===== src/rtl/mc_pkg.sv =====
// rtl/mc_pkg.sv - shared opcodes, state encoding and datapath select encodings for multi_cycle_control
package mc_pkg;

  typedef enum logic [3:0] {
    ST_FETCH   = 4'd0,
    ST_DECODE  = 4'd1,
    ST_EXEC_R  = 4'd2,
    ST_EXEC_I  = 4'd3,
    ST_ADDR    = 4'd4,
    ST_MEM_RD  = 4'd5,
    ST_MEM_WR  = 4'd6,
    ST_WB_ALU  = 4'd7,
    ST_WB_MEM  = 4'd8,
    ST_BRANCH  = 4'd9,
    ST_JUMP    = 4'd10,
    ST_TRAP    = 4'd11
  } state_t;

  localparam logic [5:0] OP_RTYPE = 6'b000000;
  localparam logic [5:0] OP_ADDI  = 6'b001000;
  localparam logic [5:0] OP_LW    = 6'b100011;
  localparam logic [5:0] OP_SW    = 6'b101011;
  localparam logic [5:0] OP_BEQ   = 6'b000100;
  localparam logic [5:0] OP_BNE   = 6'b000101;
  localparam logic [5:0] OP_BGTZ  = 6'b000111;
  localparam logic [5:0] OP_J     = 6'b000010;

  localparam logic [1:0] ALU_ADD   = 2'b00;
  localparam logic [1:0] ALU_SUB   = 2'b01;
  localparam logic [1:0] ALU_FUNCT = 2'b10;

  localparam logic [1:0] SRC_B_RT      = 2'b00;
  localparam logic [1:0] SRC_B_FOUR    = 2'b01;
  localparam logic [1:0] SRC_B_IMM     = 2'b10;
  localparam logic [1:0] SRC_B_IMM_SH2 = 2'b11;

  // States that issue a memory request and therefore run the wait counter.
  function automatic logic is_mem_state(state_t s);
    return (s == ST_FETCH) || (s == ST_MEM_RD) || (s == ST_MEM_WR);
  endfunction

endpackage


===== src/rtl/mc_wait_counter.sv =====
// rtl/mc_wait_counter.sv - counts stalled memory cycles and flags the one that exhausts MEM_TIMEOUT
module mc_wait_counter #(
  parameter int MEM_TIMEOUT = 15
) (
  input  logic clk,
  input  logic reset,
  input  logic clear,
  input  logic waiting,
  output logic timeout
);

  localparam int CNT_W = $clog2(MEM_TIMEOUT + 1);
  localparam logic [CNT_W-1:0] LAST_WAIT = CNT_W'(MEM_TIMEOUT - 1);

  logic [CNT_W-1:0] count;

  always_ff @(posedge clk) begin
    if (reset || clear) begin
      count <= '0;
    end else if (waiting) begin
      count <= count + CNT_W'(1);
    end
  end

  // Fires on the stalled cycle that brings the count to MEM_TIMEOUT; a ready cycle never counts.
  assign timeout = waiting && (count == LAST_WAIT);

endmodule


===== src/rtl/multi_cycle_control.sv =====
// rtl/multi_cycle_control.sv - multi-cycle MIPS-style control FSM; MULTI_CYCLE_CONTROL_JUMP_EN enables the j instruction
module multi_cycle_control
  import mc_pkg::*;
#(
  parameter int MEM_TIMEOUT = 15,
  parameter int ALUOP_W     = 2
) (
  input  logic               clk,
  input  logic               reset,
  input  logic [5:0]         opcode,
  input  logic               zero,
  input  logic               alu_res_msb,
  input  logic               mem_ready,
  output logic               mem_req,
  output logic               mem_wr,
  output logic               ir_wr,
  output logic               pc_wr,
  output logic               reg_wr,
  output logic               reg_dst,
  output logic               mem_to_reg,
  output logic               ext_op,
  output logic               alu_src_a,
  output logic               npc_sel,
  output logic [1:0]         alu_src_b,
  output logic [ALUOP_W-1:0] alu_op,
  output logic               error,
  output logic [3:0]         state_o
);

  state_t     state, state_next;
  logic       error_q;
  logic       timeout;
  logic       branch_taken;
  logic       mem_req_m, mem_wr_m, ir_wr_m, pc_wr_m, reg_wr_m;
  logic [1:0] alu_op_m;

  mc_wait_counter #(.MEM_TIMEOUT(MEM_TIMEOUT)) u_wait (
    .clk     (clk),
    .reset   (reset),
    .clear   (is_mem_state(state_next) && (state_next != state)),
    .waiting (mem_req_m && !mem_ready),
    .timeout (timeout)
  );

  always_ff @(posedge clk) begin
    if (reset) begin
      state   <= ST_FETCH;
      error_q <= 1'b0;
    end else begin
      state <= state_next;
      if (state_next == ST_TRAP) error_q <= 1'b1;
    end
  end

  always_comb begin
    case (opcode)
      OP_BEQ:  branch_taken = zero;
      OP_BNE:  branch_taken = !zero;
      OP_BGTZ: branch_taken = !zero && !alu_res_msb;
      default: branch_taken = 1'b0;
    endcase
  end

  always_comb begin
    state_next = state;
    case (state)
      ST_FETCH:  if (mem_ready) state_next = ST_DECODE; else if (timeout) state_next = ST_TRAP;
      ST_DECODE: begin
        case (opcode)
          OP_RTYPE:                 state_next = ST_EXEC_R;
          OP_ADDI:                  state_next = ST_EXEC_I;
          OP_LW, OP_SW:             state_next = ST_ADDR;
          OP_BEQ, OP_BNE, OP_BGTZ:  state_next = ST_BRANCH;
`ifdef MULTI_CYCLE_CONTROL_JUMP_EN
          OP_J:                     state_next = ST_JUMP;
`endif
          default:                  state_next = ST_TRAP;
        endcase
      end
      ST_EXEC_R, ST_EXEC_I: state_next = ST_WB_ALU;
      ST_ADDR:   state_next = (opcode == OP_LW) ? ST_MEM_RD : ST_MEM_WR;
      ST_MEM_RD: if (mem_ready) state_next = ST_WB_MEM; else if (timeout) state_next = ST_TRAP;
      ST_MEM_WR: if (mem_ready) state_next = ST_FETCH; else if (timeout) state_next = ST_TRAP;
      ST_WB_ALU, ST_WB_MEM, ST_BRANCH, ST_JUMP: state_next = ST_FETCH;
      ST_TRAP:   state_next = ST_TRAP;
      default:   state_next = ST_TRAP;
    endcase
  end

  always_comb begin
    mem_req_m  = 1'b0;
    mem_wr_m   = 1'b0;
    ir_wr_m    = 1'b0;
    pc_wr_m    = 1'b0;
    reg_wr_m   = 1'b0;
    reg_dst    = 1'b0;
    mem_to_reg = 1'b0;
    ext_op     = 1'b0;
    alu_src_a  = 1'b0;
    npc_sel    = 1'b0;
    alu_src_b  = SRC_B_RT;
    alu_op_m   = ALU_ADD;
    case (state)
      ST_FETCH: begin
        mem_req_m = 1'b1;
        alu_src_b = SRC_B_FOUR;
        ir_wr_m   = mem_ready;
        pc_wr_m   = mem_ready;
      end
      ST_DECODE: begin
        alu_src_b = SRC_B_IMM_SH2;
        ext_op    = 1'b1;
      end
      ST_EXEC_R: begin
        alu_src_a = 1'b1;
        alu_op_m  = ALU_FUNCT;
      end
      ST_EXEC_I, ST_ADDR: begin
        alu_src_a = 1'b1;
        alu_src_b = SRC_B_IMM;
        ext_op    = 1'b1;
      end
      ST_MEM_RD: mem_req_m = 1'b1;
      ST_MEM_WR: begin
        mem_req_m = 1'b1;
        mem_wr_m  = 1'b1;
      end
      // Destination register is rd only for R-type; the IR still holds the opcode here.
      ST_WB_ALU: begin
        reg_wr_m = 1'b1;
        reg_dst  = (opcode == OP_RTYPE);
      end
      ST_WB_MEM: begin
        reg_wr_m   = 1'b1;
        mem_to_reg = 1'b1;
      end
      ST_BRANCH: begin
        alu_src_a = 1'b1;
        alu_op_m  = ALU_SUB;
        npc_sel   = 1'b1;
        pc_wr_m   = branch_taken;
      end
      ST_JUMP: begin
        pc_wr_m   = 1'b1;
        npc_sel   = 1'b1;
        alu_src_b = SRC_B_IMM_SH2;
      end
      default: ;
    endcase
  end

  assign mem_req = mem_req_m && !reset;
  assign mem_wr  = mem_wr_m  && !reset;
  assign ir_wr   = ir_wr_m   && !reset;
  assign pc_wr   = pc_wr_m   && !reset;
  assign reg_wr  = reg_wr_m  && !reset;
  assign alu_op  = ALUOP_W'(alu_op_m);
  assign error   = error_q;
  assign state_o = state;

endmodule


===== config.mk =====
export PLATFORM = sky130hd
export DESIGN_NAME = multi_cycle_control
export DESIGN_NICKNAME = d
export VERILOG_FILES = /design/src/rtl/mc_pkg.sv /design/src/rtl/mc_wait_counter.sv /design/src/rtl/multi_cycle_control.sv
export SDC_FILE = /design/constraint.sdc
export NUM_CORES = 1
export LEC_CHECK = 0
export BUFFER_PORTS_ARGS = -buffer_cell sky130_fd_sc_hd__buf_2
export CORE_ASPECT_RATIO = 1.25
export CORE_MARGIN = 5
export CORE_UTILIZATION = 52
export CTS_BUF_LIST = sky130_fd_sc_hd__clkbuf_4
export CTS_CLUSTER_DIAMETER = 120
export DETAILED_ROUTE_END_ITERATION = 7
export GPL_TIMING_DRIVEN = 0
export PLACE_DENSITY = 0.82
export SLEW_MARGIN = 5
export SYNTH_ARGS = -nofsm -noshare
export SYNTH_HDL_FRONTEND = slang
export SYNTH_SLANG_ARGS = --single-unit

===== constraint.sdc =====
create_clock -name clk -period 2.4 [get_ports clk]
set_input_delay 0.24 -clock clk [delete_from_list [all_inputs] [get_ports clk]]
set_output_delay 0.24 -clock clk [all_outputs]
set_load 0.03 [all_outputs]

# == Yosys cells after proc, flatten, opt, wreduce, memory -nomap -nowiden ==
# Cells that the tools add are included.
# op_classes
muxes,20
eq_ne,21
n_addsub,1
n_reduce_logical,30
# ops
op,count
4-bit case mux with 7 select lines,1
4-bit by 3-bit equality test with 1-bit output (second input constant),6
4-bit equality test (second input constant),5
6-bit by 3-bit equality test with 1-bit output (second input constant),3
4-bit two-way mux,4
4-bit case mux with 4 select lines,1
6-bit equality test (second input constant),2
2-bit OR reduction,6
1-bit logical AND,9
1-bit two-way mux,9
3-bit OR reduction,3
4-bit by 2-bit equality test with 1-bit output (second input constant),2
4-bit logical NOT,2
4-bit OR reduction,2
6-bit by 4-bit equality test with 1-bit output (second input constant),1
6-bit logical NOT,1
1-bit case mux with 3 select lines,2
2-bit case mux with 3 select lines,1
4-bit by 1-bit adder with 4-bit output (second input constant),1
4-bit by 1-bit equality test with 1-bit output (second input constant),1
1-bit logical NOT,4
4-bit inequality test,1
2-bit case mux with 2 select lines,1
1-bit logical OR,3
2-bit two-way mux,1
# totals
wordCells,75
out_inout_bits,19
register_bits,9

# == Longest topological paths before layout ==
# Gate-level depths: netlist of the first run.
# depth
depth_word,13
depth_mapped,8
mapped_depth_nobuf,8

# == Modules after synthesis ==
# Synthesis of the first run repeated with hierarchy kept, for this count alone.
# unflattened
cells_unflattened,133
area_unflattened_um2,937.1
# modules_own_cells
module,cells_per_inst,n_inst,area_per_inst_um2
multi_cycle_control,114,1,735.7
mc_wait_counter,19,1,201.4

# == Worst setup path after synthesis of the first run ==
# No wires, ideal clock.
# synth_path
path_kind,reg-to-output
start,"register state[0], in the netlist state_o[0]"
end,output port mem_req
n_path_buf,1
setup_slack_ns,-0.254
path_stages_with_launch,4
arrival_time_ns,2.414
cell_sequence,dfxtp_1 -> buf_2 -> o21ba_1 -> a2111oi_0
# synth_via
elab_chain_len,4
# synth_lines
item,line_no,source
from (decl),multi_cycle_control.sv:30,"state_t state, state_next;"
from (signal assigned),multi_cycle_control.sv:50,state <= state_next;
4-bit by 3-bit equality test with 1-bit output or 4-bit logical NOT (tied branches),multi_cycle_control.sv:103,case (state)
3-bit OR reduction (no source line) *,-,
1-bit two-way mux *,multi_cycle_control.sv:103,
1-bit logical AND *,multi_cycle_control.sv:152,assign mem_req = mem_req_m && !reset;
to (decl),multi_cycle_control.sv:14,"output logic mem_req,"
# Every way passes the cells marked *; elsewhere a longest branch is shown, timed or not.

# == Worst setup path after layout of the first run ==
# layout_path
start,"register state[0], in the netlist state_o[0]"
end,register u_wait.count[1]
# layout_via
elab_chain_len,13
# layout_lines
item,line_no,source
4-bit by 3-bit equality test with 1-bit output or 4-bit logical NOT (tied branches),"multi_cycle_control.sv:66, multi_cycle_control.sv:103",
3-bit OR reduction (no source line),-,
1-bit two-way mux,multi_cycle_control.sv:103,
1-bit logical AND,multi_cycle_control.sv:41,".waiting (mem_req_m && !mem_ready),"
1-bit logical AND,mc_wait_counter.sv:26,assign timeout = waiting && (count == LAST_WAIT);
4-bit two-way mux,"multi_cycle_control.sv:67, multi_cycle_control.sv:82, multi_cycle_control.sv:83",
"4-bit two-way mux, on equally long branches","multi_cycle_control.sv:83, multi_cycle_control.sv:67, multi_cycle_control.sv:82",
4-bit case mux with 7 select lines,multi_cycle_control.sv:66,case (state)
4-bit by 3-bit equality test with 1-bit output or 4-bit logical NOT (tied branches),mc_pkg.sv:39,return (s == ST_FETCH) || (s == ST_MEM_RD) || (s == ST_MEM_WR);
1-bit logical OR (2 in a row),mc_pkg.sv:39,
1-bit logical AND,multi_cycle_control.sv:40,".clear (is_mem_state(state_next) && (state_next != state)),"
1-bit logical OR,mc_wait_counter.sv:18,if (reset || clear) begin
to (signal assigned),mc_wait_counter.sv:21,count <= count + CNT_W'(1);
to (decl),mc_wait_counter.sv:15,logic [CNT_W-1:0] count;
# Parallel ways exist; a longest one is shown, timed or not.
# A chain may end at the register's enable or synchronous reset.

==> results.txt, run 1 <==
critical path endpoint category: flop
Finish-stage setup viols: 0
Primary FF master, synth: dfxtp_1
crit path to: u_wait.count[1]$_SDFFE_PP0P_
syn_area_per_cell: 7.364 um2
first-pass GRT wire length: 3.926 mm
Num CTS Buffers: 3
CP Class: reg2reg
Critical Path Max Stage Delay: 0.53 ns
Clock Tree Buf Depth: 2
sequential share of the synthesized area: 20.06%
FF-to-FF Start: state_o[0]$_SDFF_PP0_
gr ovfl total: 0
nets: 169
post-synthesis net count: 135
synthesized-area fraction occupied by adder cells: 2.786%
clk root buf: clkbuf_4
WP data required: 2.53 ns
worst vdd ir: 0.0008335 V
Mapped Cells: 122
full die area: 0.002664 mm2
maximum clock rate: 0.4605 GHz
Final Max Slew Viols: 0
share of cells above drive strength 1: 30.32%
hold bufs inserted after CTS: 0
Hold Crit Class: in2reg
Final Cycle Share: 90.48%
initial antenna violation count: 0
Worst Path Max Fanout: 10
pin count of the biggest net entering global routing: 11
Via density: 5.827
die height: 56.47 um
DRT iter0 DRCs: 34
Lkg Pwr: 0.4730 nW
antenna violation net count after detailed routing: 0
headroom to the max-slew limit: 66.51%
slowest CP cell: a2111oi_4
Final WS setup: 0.2286 ns
largest family of logic cells by synthesized area: simple AND/OR/NAND/NOR gates
commonest non-fill, non-tap cell in the layout: buf_2
Area Growth Syn to Fin: 22.14%
die width: 47.18 um
final WL: 2.422 mm
number of remaining DRC errors: 0
reg2reg end: u_wait.count[1]$_SDFFE_PP0P_
Worst-Margin Slew: 0.5024 ns
Resized Gates After CTS: 0
R2R Setup Slk: 0.23 ns
Synth cell types: 42
CTS tree: done
outcome: completed
Reg2Reg Depth: 7
Setup crit start kind: flop
port buffer count: 29
xor and xnor fraction of the mapped netlist area: 4.875%
H-tree depth: 1
register bit total from synthesis: 9
Max Cap Viol: 0
FP Rows: 16
total number of yosys warnings: 0
number of diodes: 0
Synth Area in Simple Gates: 33.57%
clock sink count: 9
CP Data Arrival Time: 2.30 ns
TritonRoute pass-1 iters: 4
Clk Latency, worst-skew pair: 0.26 ns
post-synthesis compound-gate area fraction: 26.32%
RSZ-0062 raised after global routing: no
crit path time final: 2.171 ns
wire length per cell: 14.00 um
routed via count: 1,008
Post-DP HPWL: 1.932 mm
most frequent cells in the layout: 31 x buf_2, 15 x nor2_1, 10 x nand2_1, 10 x a21oi_1, 9 x dfxtp_1
post-CTS setup repair buffer count: 0
vias in the first global route: 935
Post-Place Worst Slack: 0.2508 ns
Clock transition at path regs: 0.06 ns
setup TNS: 0 ns
Cell Chain, Critical Path: buf_2, o21ba_1, a2111oi_4, o21ai_1, o221ai_2, mux2i_1, a21oi_1
Core Footprint: 0.001602 mm2
Initial Util: 56.09%
ys async rst share: 0%
routability cong.: 0.8875
Max Clock Skew: 0.009202 ns
I/O pins: 30
multiplexer share of the synthesized area: 4.596%
Final Hold Vio Count: 0
pwr dens: 1565 mW/mm2
GRT Util Overall: 19.06%
synthesized area: 898.4 um2
Critical Path Start: state_o[0]$_SDFF_PP0_
number of flops mapped to enable cells by yosys: 0
## per-layer routing
metal	part of all wire, %	GRT usage [%]	wire length (um)
met2	55	31.84	1326
met3	5.6	5.112	136
met1	39	23.99	951
met5	0	0	0
met4	0.33	3.162	8
## cell families (layout without fill, tap and decap cells)
kind of cell               after synthesis  after routing
AOI/OAI and AO/OA                       32             32
xor gates and xnor gates                 5              5
adders and majority gates                2              2
buffers and inverters                   12             45
DFF                                      9              9
muxes                                    4              4
and+or+nand+nor                         58             58
## through the flow
stage	power [W]	utilization, %	instances	cell area (um2)	hold WS (ns)
2_1_floorplan	0.001286	-	122	899.6	0.4206
3_3_place_gp	0.001554	66.64	169	1067	0.4463
3_5_place_dp	0.001587	66.64	169	1067	0.5018
4_1_cts	0.001718	68.52	173	1097	0.2771
5_1_grt	0.001850	68.52	173	1097	0.2915
6_report	0.001717	68.52	173	1097	0.2808
## cells in the mapped netlist, types with 2 or more instances
cell / count / share of area (%)
nor2_1: 15 / 6.3
a21oi_1: 10 / 5.6
nand2_1: 10 / 4.2
dfxtp_1: 9 / 20
nand2b_1: 7 / 4.9
nor3_1: 7 / 3.9
xnor2_1: 5 / 4.9
nor2b_1: 4 / 2.8
inv_1: 3 / 1.3
mux2i_1: 3 / 3.3
nand4_1: 3 / 2.1
o21ai_0: 3 / 1.7
o22ai_1: 3 / 2.1
a21boi_0: 2 / 1.7
buf_2: 2 / 1.1
buf_4: 2 / 1.7
buf_6: 2 / 2.5
clkbuf_1: 2 / 0.84
ha_1: 2 / 2.8
nand3_1: 2 / 1.1
nor4_1: 2 / 1.4
o211ai_1: 2 / 1.7
o21ai_1: 2 / 1.1
or3_1: 2 / 1.4
## worst min-delay path by stage
stage	slack, ns	start	endpoint	cells after the start
5_1_grt	0.29	reset	u_wait.count[2]$_SDFFE_PP0P_	4
3_3_place_gp	0.45	error$_SDFFE_PP0N_	error$_SDFFE_PP0N_	2
6_report	0.28	reset	u_wait.count[2]$_SDFFE_PP0P_	4
3_5_place_dp	0.50	error$_SDFFE_PP0N_	error$_SDFFE_PP0N_	2
4_1_cts	0.28	reset	u_wait.count[2]$_SDFFE_PP0P_	4
2_1_floorplan	0.42	reset	u_wait.count[0]$_SDFFE_PP0P_	3
## critical path: cells and delay by family (launching register included)
family	cells	cell delay [ns]
AOI/OAI and AO/OA	5	1.19
buffers and inverters	1	0.18
DFF	1	0.32
muxes	1	0.34
## cell type report
class | instances | area (um2)
fill | 151 | 504.2
sequential | 9 | 180.2
tap | 18 | 22.52
buffer | 8 | 55.05
inverter | 4 | 15.01
multi-input combinational | 101 | 649.4
clock buffer | 4 | 30.03
timing repair buffer | 29 | 145.1
## power breakdown
part	switching [W]	total (W)	internal (W)	leakage [nW]
clock	0.0000523	0.000128	0.0000753	0.0184
sequential	0.0000473	0.000254	0.000207	0.0738
combinational	0.000865	0.00134	0.000471	0.381
total	0.000964	0.00172	0.000753	0.473
## sequential cells by signal (all words and copies together) (netlist names)
| register | cells |
|---|---|
| u_wait.count | 4 |
| error | 1 |
| state_o | 4 |
(Power assumes the default switching activity.)
==> run 2, diff against run 1 <==
--- a/config.mk
+++ b/config.mk
@@ -13,7 +13,7 @@
 export CTS_CLUSTER_DIAMETER = 120
 export DETAILED_ROUTE_END_ITERATION = 7
 export GPL_TIMING_DRIVEN = 0
-export PLACE_DENSITY = 0.82
+export PLACE_DENSITY = 0.88
 export SLEW_MARGIN = 5
 export SYNTH_ARGS = -nofsm -noshare
 export SYNTH_HDL_FRONTEND = slang
==> results.txt, run 2 (synthesized netlist as in run 1, its figures left out) <==
setup TNS: 0 ns
Clk Latency, worst-skew pair: 0.25 ns
GRT Util Overall: 19.73%
Via density: 5.780
Fillers: 156
final WL: 2.380 mm
share of cells above drive strength 1: 30.32%
Hold Crit Class: in2reg
Initial Util: 56.09%
wire length per cell: 13.76 um
die width: 47.18 um
critical path endpoint category: flop
commonest non-fill, non-tap cell in the layout: buf_2
Crit path depth: 7
Reg2Reg Depth: 7
Final Max Slew Viols: 0
clock sink count: 9
outcome: completed
CTS tree: done
Core Footprint: 0.001602 mm2
slowest CP cell: a2111oi_4
routability cong.: 0.9119
initial antenna violation count: 0
antenna violation net count after detailed routing: 0
most frequent cells in the layout: 31 x buf_2, 15 x nor2_1, 10 x nand2_1, 10 x a21oi_1, 9 x dfxtp_1
number of diodes: 0
worst hold slack: 0.2995 ns
pwr dens: 1557 mW/mm2
clk root buf: clkbuf_4
total power: 0.001708 W
Max Cap Viol: 0
Clock transition at path regs: 0.06 ns
Clock Tree Buf Depth: 2
post-CTS setup repair buffer count: 0
Max Clock Skew: 0.008044 ns
Critical Path Max Stage Delay: 0.55 ns
H-tree depth: 1
maximum clock rate: 0.4592 GHz
first-pass GRT wire length: 4.105 mm
reg2reg end: u_wait.count[0]$_SDFFE_PP0P_
Top delay family on crit path: compound AO/OA/AOI/OAI gates
vias in the first global route: 987
pin count of the biggest net entering global routing: 11
port buffer count: 29
gr ovfl total: 0
I/O pins: 30
TritonRoute pass-1 iters: 4
R2R Setup Slk: 0.22 ns
Resized Gates After CTS: 0
crit path time final: 2.178 ns
post-route insts no fill: 173
WP data required: 2.52 ns
Cell Chain, Critical Path: buf_2, o21ba_1, a2111oi_4, o21ai_1, o221ai_2, mux2i_1, a21oi_1
hold bufs inserted after CTS: 0
nets: 169
Placed Cells: 169
Final Hold Vio Count: 0
DRT iter0 DRCs: 20
Worst Path Max Fanout: 10
Area Growth Syn to Fin: 22.14%
FP Rows: 16
die height: 56.47 um
Lkg Pwr: 0.4730 nW
Num CTS Buffers: 3
CP bufs+invs: 1
Worst-Margin Slew: 0.5274 ns
Finish-stage setup viols: 0
Critical Path Start: state_o[0]$_SDFF_PP0_
headroom to the max-slew limit: 64.84%
Final Cycle Share: 90.74%
full die area: 0.002664 mm2
RSZ-0062 raised after global routing: no
FF-to-FF Start: state_o[0]$_SDFF_PP0_
CP Class: reg2reg
CP Data Arrival Time: 2.30 ns
worst hold path cell count: 4
routed via count: 1,000
number of remaining DRC errors: 0
worst vdd ir: 0.0009784 V
crit path to: u_wait.count[0]$_SDFFE_PP0P_
Post-DP HPWL: 1.974 mm
Setup crit start kind: flop
## run 2: layout make-up
type / count / area, um2 / area share (%)
Buffer: 8 / 55.05 / 5.017
Clock buffer: 4 / 30.03 / 2.737
Inverter: 4 / 15.01 / 1.368
Multi-Input combinational cell: 101 / 649.4 / 59.18
Sequential cell: 9 / 180.2 / 16.42
Tap cell: 18 / 22.52 / 2.052
Timing Repair Buffer: 29 / 145.1 / 13.23
## run 2: how the worst min path moves through the flow
| stage | end | slack [ns] | start |
|---|---|---|---|
| final | u_wait.count[3]$_SDFFE_PP0P_ | 0.30 | reset |
| after floorplan | u_wait.count[0]$_SDFFE_PP0P_ | 0.42 | reset |
| after detailed placement | error$_SDFFE_PP0N_ | 0.47 | error$_SDFFE_PP0N_ |
| after global placement | error$_SDFFE_PP0N_ | 0.45 | error$_SDFFE_PP0N_ |
| after CTS | u_wait.count[2]$_SDFFE_PP0P_ | 0.30 | reset |
| after global routing | u_wait.count[3]$_SDFFE_PP0P_ | 0.29 | reset |
## run 2: per-stage QoR
| stage | utilization, % | worst slack (ns) | area [um2] |
|---|---|---|---|
| finish | 68.52 | 0.2222 | 1097 |
| floorplan | - | 0.1075 | 899.6 |
| global placement | 66.64 | 0.2985 | 1067 |
| detailed placement | 66.64 | 0.2291 | 1067 |
| global route | 68.52 | 0.07918 | 1097 |
| CTS | 68.52 | 0.2263 | 1097 |
## run 2: tightest hold or removal path: cells and delay by family
family                 cells  cell delay, ns
AOI/OAI and AO/OA          1            0.03
and+or+nand+nor            2            0.14
buffers and inverters      1            0.09
## run 2: report_power, final
group	internal [W]	switching, W
clock	0.0000749	0.0000460
sequential	0.000207	0.0000468
combinational	0.000469	0.000865
## run 2: layer usage
layer  track usage [%]  routed length [um]
met1             22.84                 964
met2             35.15                1273
met3             3.834                 111
met4             4.743                  31
met5                 0                   0
==> run 3, diff against run 2 <==
--- a/config.mk
+++ b/config.mk
@@ -8,12 +8,12 @@
 export BUFFER_PORTS_ARGS = -buffer_cell sky130_fd_sc_hd__buf_2
 export CORE_ASPECT_RATIO = 1.25
 export CORE_MARGIN = 5
-export CORE_UTILIZATION = 52
+export CORE_UTILIZATION = 40
 export CTS_BUF_LIST = sky130_fd_sc_hd__clkbuf_4
 export CTS_CLUSTER_DIAMETER = 120
 export DETAILED_ROUTE_END_ITERATION = 7
 export GPL_TIMING_DRIVEN = 0
-export PLACE_DENSITY = 0.88
+export PLACE_DENSITY = 0.72
 export SLEW_MARGIN = 5
 export SYNTH_ARGS = -nofsm -noshare
 export SYNTH_HDL_FRONTEND = slang
==> results.txt, run 3 (synthesized netlist as in run 1, its figures left out) <==
clk root buf: clkbuf_4
H-tree depth: 1
die height: 62.99 um
Lkg Pwr: 0.4730 nW
pin count of the biggest net entering global routing: 11
Post-DP HPWL: 1.932 mm
crit path time final: 2.167 ns
commonest non-fill, non-tap cell in the layout: buf_2
Initial Util: 41.08%
Worst-Margin Slew: 0.5266 ns
GR Util met3: 4.296%
worst vdd ir: 0.0009434 V
WP data required: 2.53 ns
Clock Tree Buf Depth: 2
hold bufs inserted after CTS: 0
vias in the first global route: 951
slowest CP cell: a2111oi_4
post-CTS setup repair buffer count: 0
gr ovfl total: 0
Max Cap Viol: 0
Area Growth Syn to Fin: 23.96%
TritonRoute pass-1 iters: 4
FP Rows: 19
number of diodes: 0
full die area: 0.003299 mm2
Cell Chain, Critical Path: buf_2, o21ba_1, a2111oi_4, o21ai_1, o221ai_2, mux2i_1, a21oi_1
total power: 0.001716 W
GRT Util Overall: 15.24%
CTS tree: done
first-pass GRT wire length: 4.077 mm
Finish-stage setup viols: 0
Clk Latency, worst-skew pair: 0.25 ns
I/O pins: 30
Worst Path Max Fanout: 10
Via density: 5.301
DRT iter0 DRCs: 27
antenna violation net count after detailed routing: 0
pwr dens: 1541 mW/mm2
Fillers: 244
share of cells above drive strength 1: 30.32%
critical path endpoint category: flop
outcome: completed
Clock transition at path regs: 0.06 ns
Max Clock Skew: 0.001203 ns
Final Cycle Share: 90.30%
nets: 169
met2 GRT Util: 27.17%
Final Max Slew Viols: 0
most frequent cells in the layout: 31 x buf_2, 15 x nor2_1, 10 x nand2_1, 10 x a21oi_1, 9 x dfxtp_1
CP Class: reg2reg
RSZ-0062 raised after global routing: no
met1 Use GR: 18.87%
Resized Gates After CTS: 0
Core Footprint: 0.002187 mm2
clock sink count: 9
Final Hold Vio Count: 0
routability cong.: 0.8861
headroom to the max-slew limit: 64.89%
die width: 52.39 um
CP Data Arrival Time: 2.30 ns
Hold Crit Class: in2reg
Critical Path Max Stage Delay: 0.55 ns
wire length per cell: 12.62 um
initial antenna violation count: 0
maximum clock rate: 0.4614 GHz
setup TNS: 0 ns
port buffer count: 29
final WL: 2.347 mm
routed via count: 986
GR peak layer: met2
Num CTS Buffers: 3
Setup crit start kind: flop
number of remaining DRC errors: 0
==> run 3: cell counts in the layout (fill, tap and decap cells not counted) <==
Identical to the previous run, type by type.
==> run 3: cell type report <==
class | count | area (um2) | share of cell area (%)
plain buffers | 8 | 55.05 | 4.944
clock buffers | 4 | 30.03 | 2.697
inverters | 4 | 15.01 | 1.348
multi-input cells | 101 | 649.4 | 58.31
flip-flops and latches | 9 | 180.2 | 16.18
well taps | 31 | 38.79 | 3.483
repair buffers | 29 | 145.1 | 13.03
==> run 3: routing by layer <==
metal / share of wire, % / vias up
li1: - / 507
met1: 42 / 457
met2: 53 / 22
met3: 5.2 / 0
met4: 0 / 0
met5: 0 / -
==> run 3: metrics by stage <==
| stage | area, um2 | hold slack [ns] | instances | utilization, % | worst slack (ns) |
|---|---|---|---|---|---|
| after CTS | 1114 | 0.2801 | 186 | 50.92 | 0.2057 |
| after detailed placement | 1084 | 0.4620 | 182 | 49.54 | 0.2234 |
| final | 1114 | 0.2871 | 186 | 50.92 | 0.2329 |
| after global routing | 1114 | 0.3034 | 186 | 50.92 | 0.08458 |
| after global placement | 1084 | 0.4501 | 182 | 49.54 | 0.2619 |
| after floorplan | 899.6 | 0.4206 | 122 | - | 0.1075 |
==> run 3: final timing paths <==
path	start	to	slack, ns	cells past startpoint
worst max register to register	state_o[0]$_SDFF_PP0_	u_wait.count[2]$_SDFFE_PP0P_	0.23	7
worst max-delay path	state_o[0]$_SDFF_PP0_	u_wait.count[2]$_SDFFE_PP0P_	0.23	7
worst min register to register	error$_SDFFE_PP0N_	error$_SDFFE_PP0N_	0.47	2
worst min-delay path	reset	u_wait.count[0]$_SDFFE_PP0P_	0.29	4
==> run 3: where the power goes <==
group | leakage, nW | switching [W] | total, W | internal (W)
Combinational | 0.381 | 0.000870 | 0.00134 | 0.000470
Sequential | 0.0738 | 0.0000457 | 0.000252 | 0.000207
Clock | 0.0184 | 0.0000486 | 0.000124 | 0.0000751
Total | 0.473 | 0.000965 | 0.00172 | 0.000752
==> run 3: critical path, delay by kind of cell (launching register included) <==
kind | cells | cell delay [ns]
compound gates | 5 | 1.18
buf+inv | 1 | 0.17
flops | 1 | 0.32
mux | 1 | 0.37
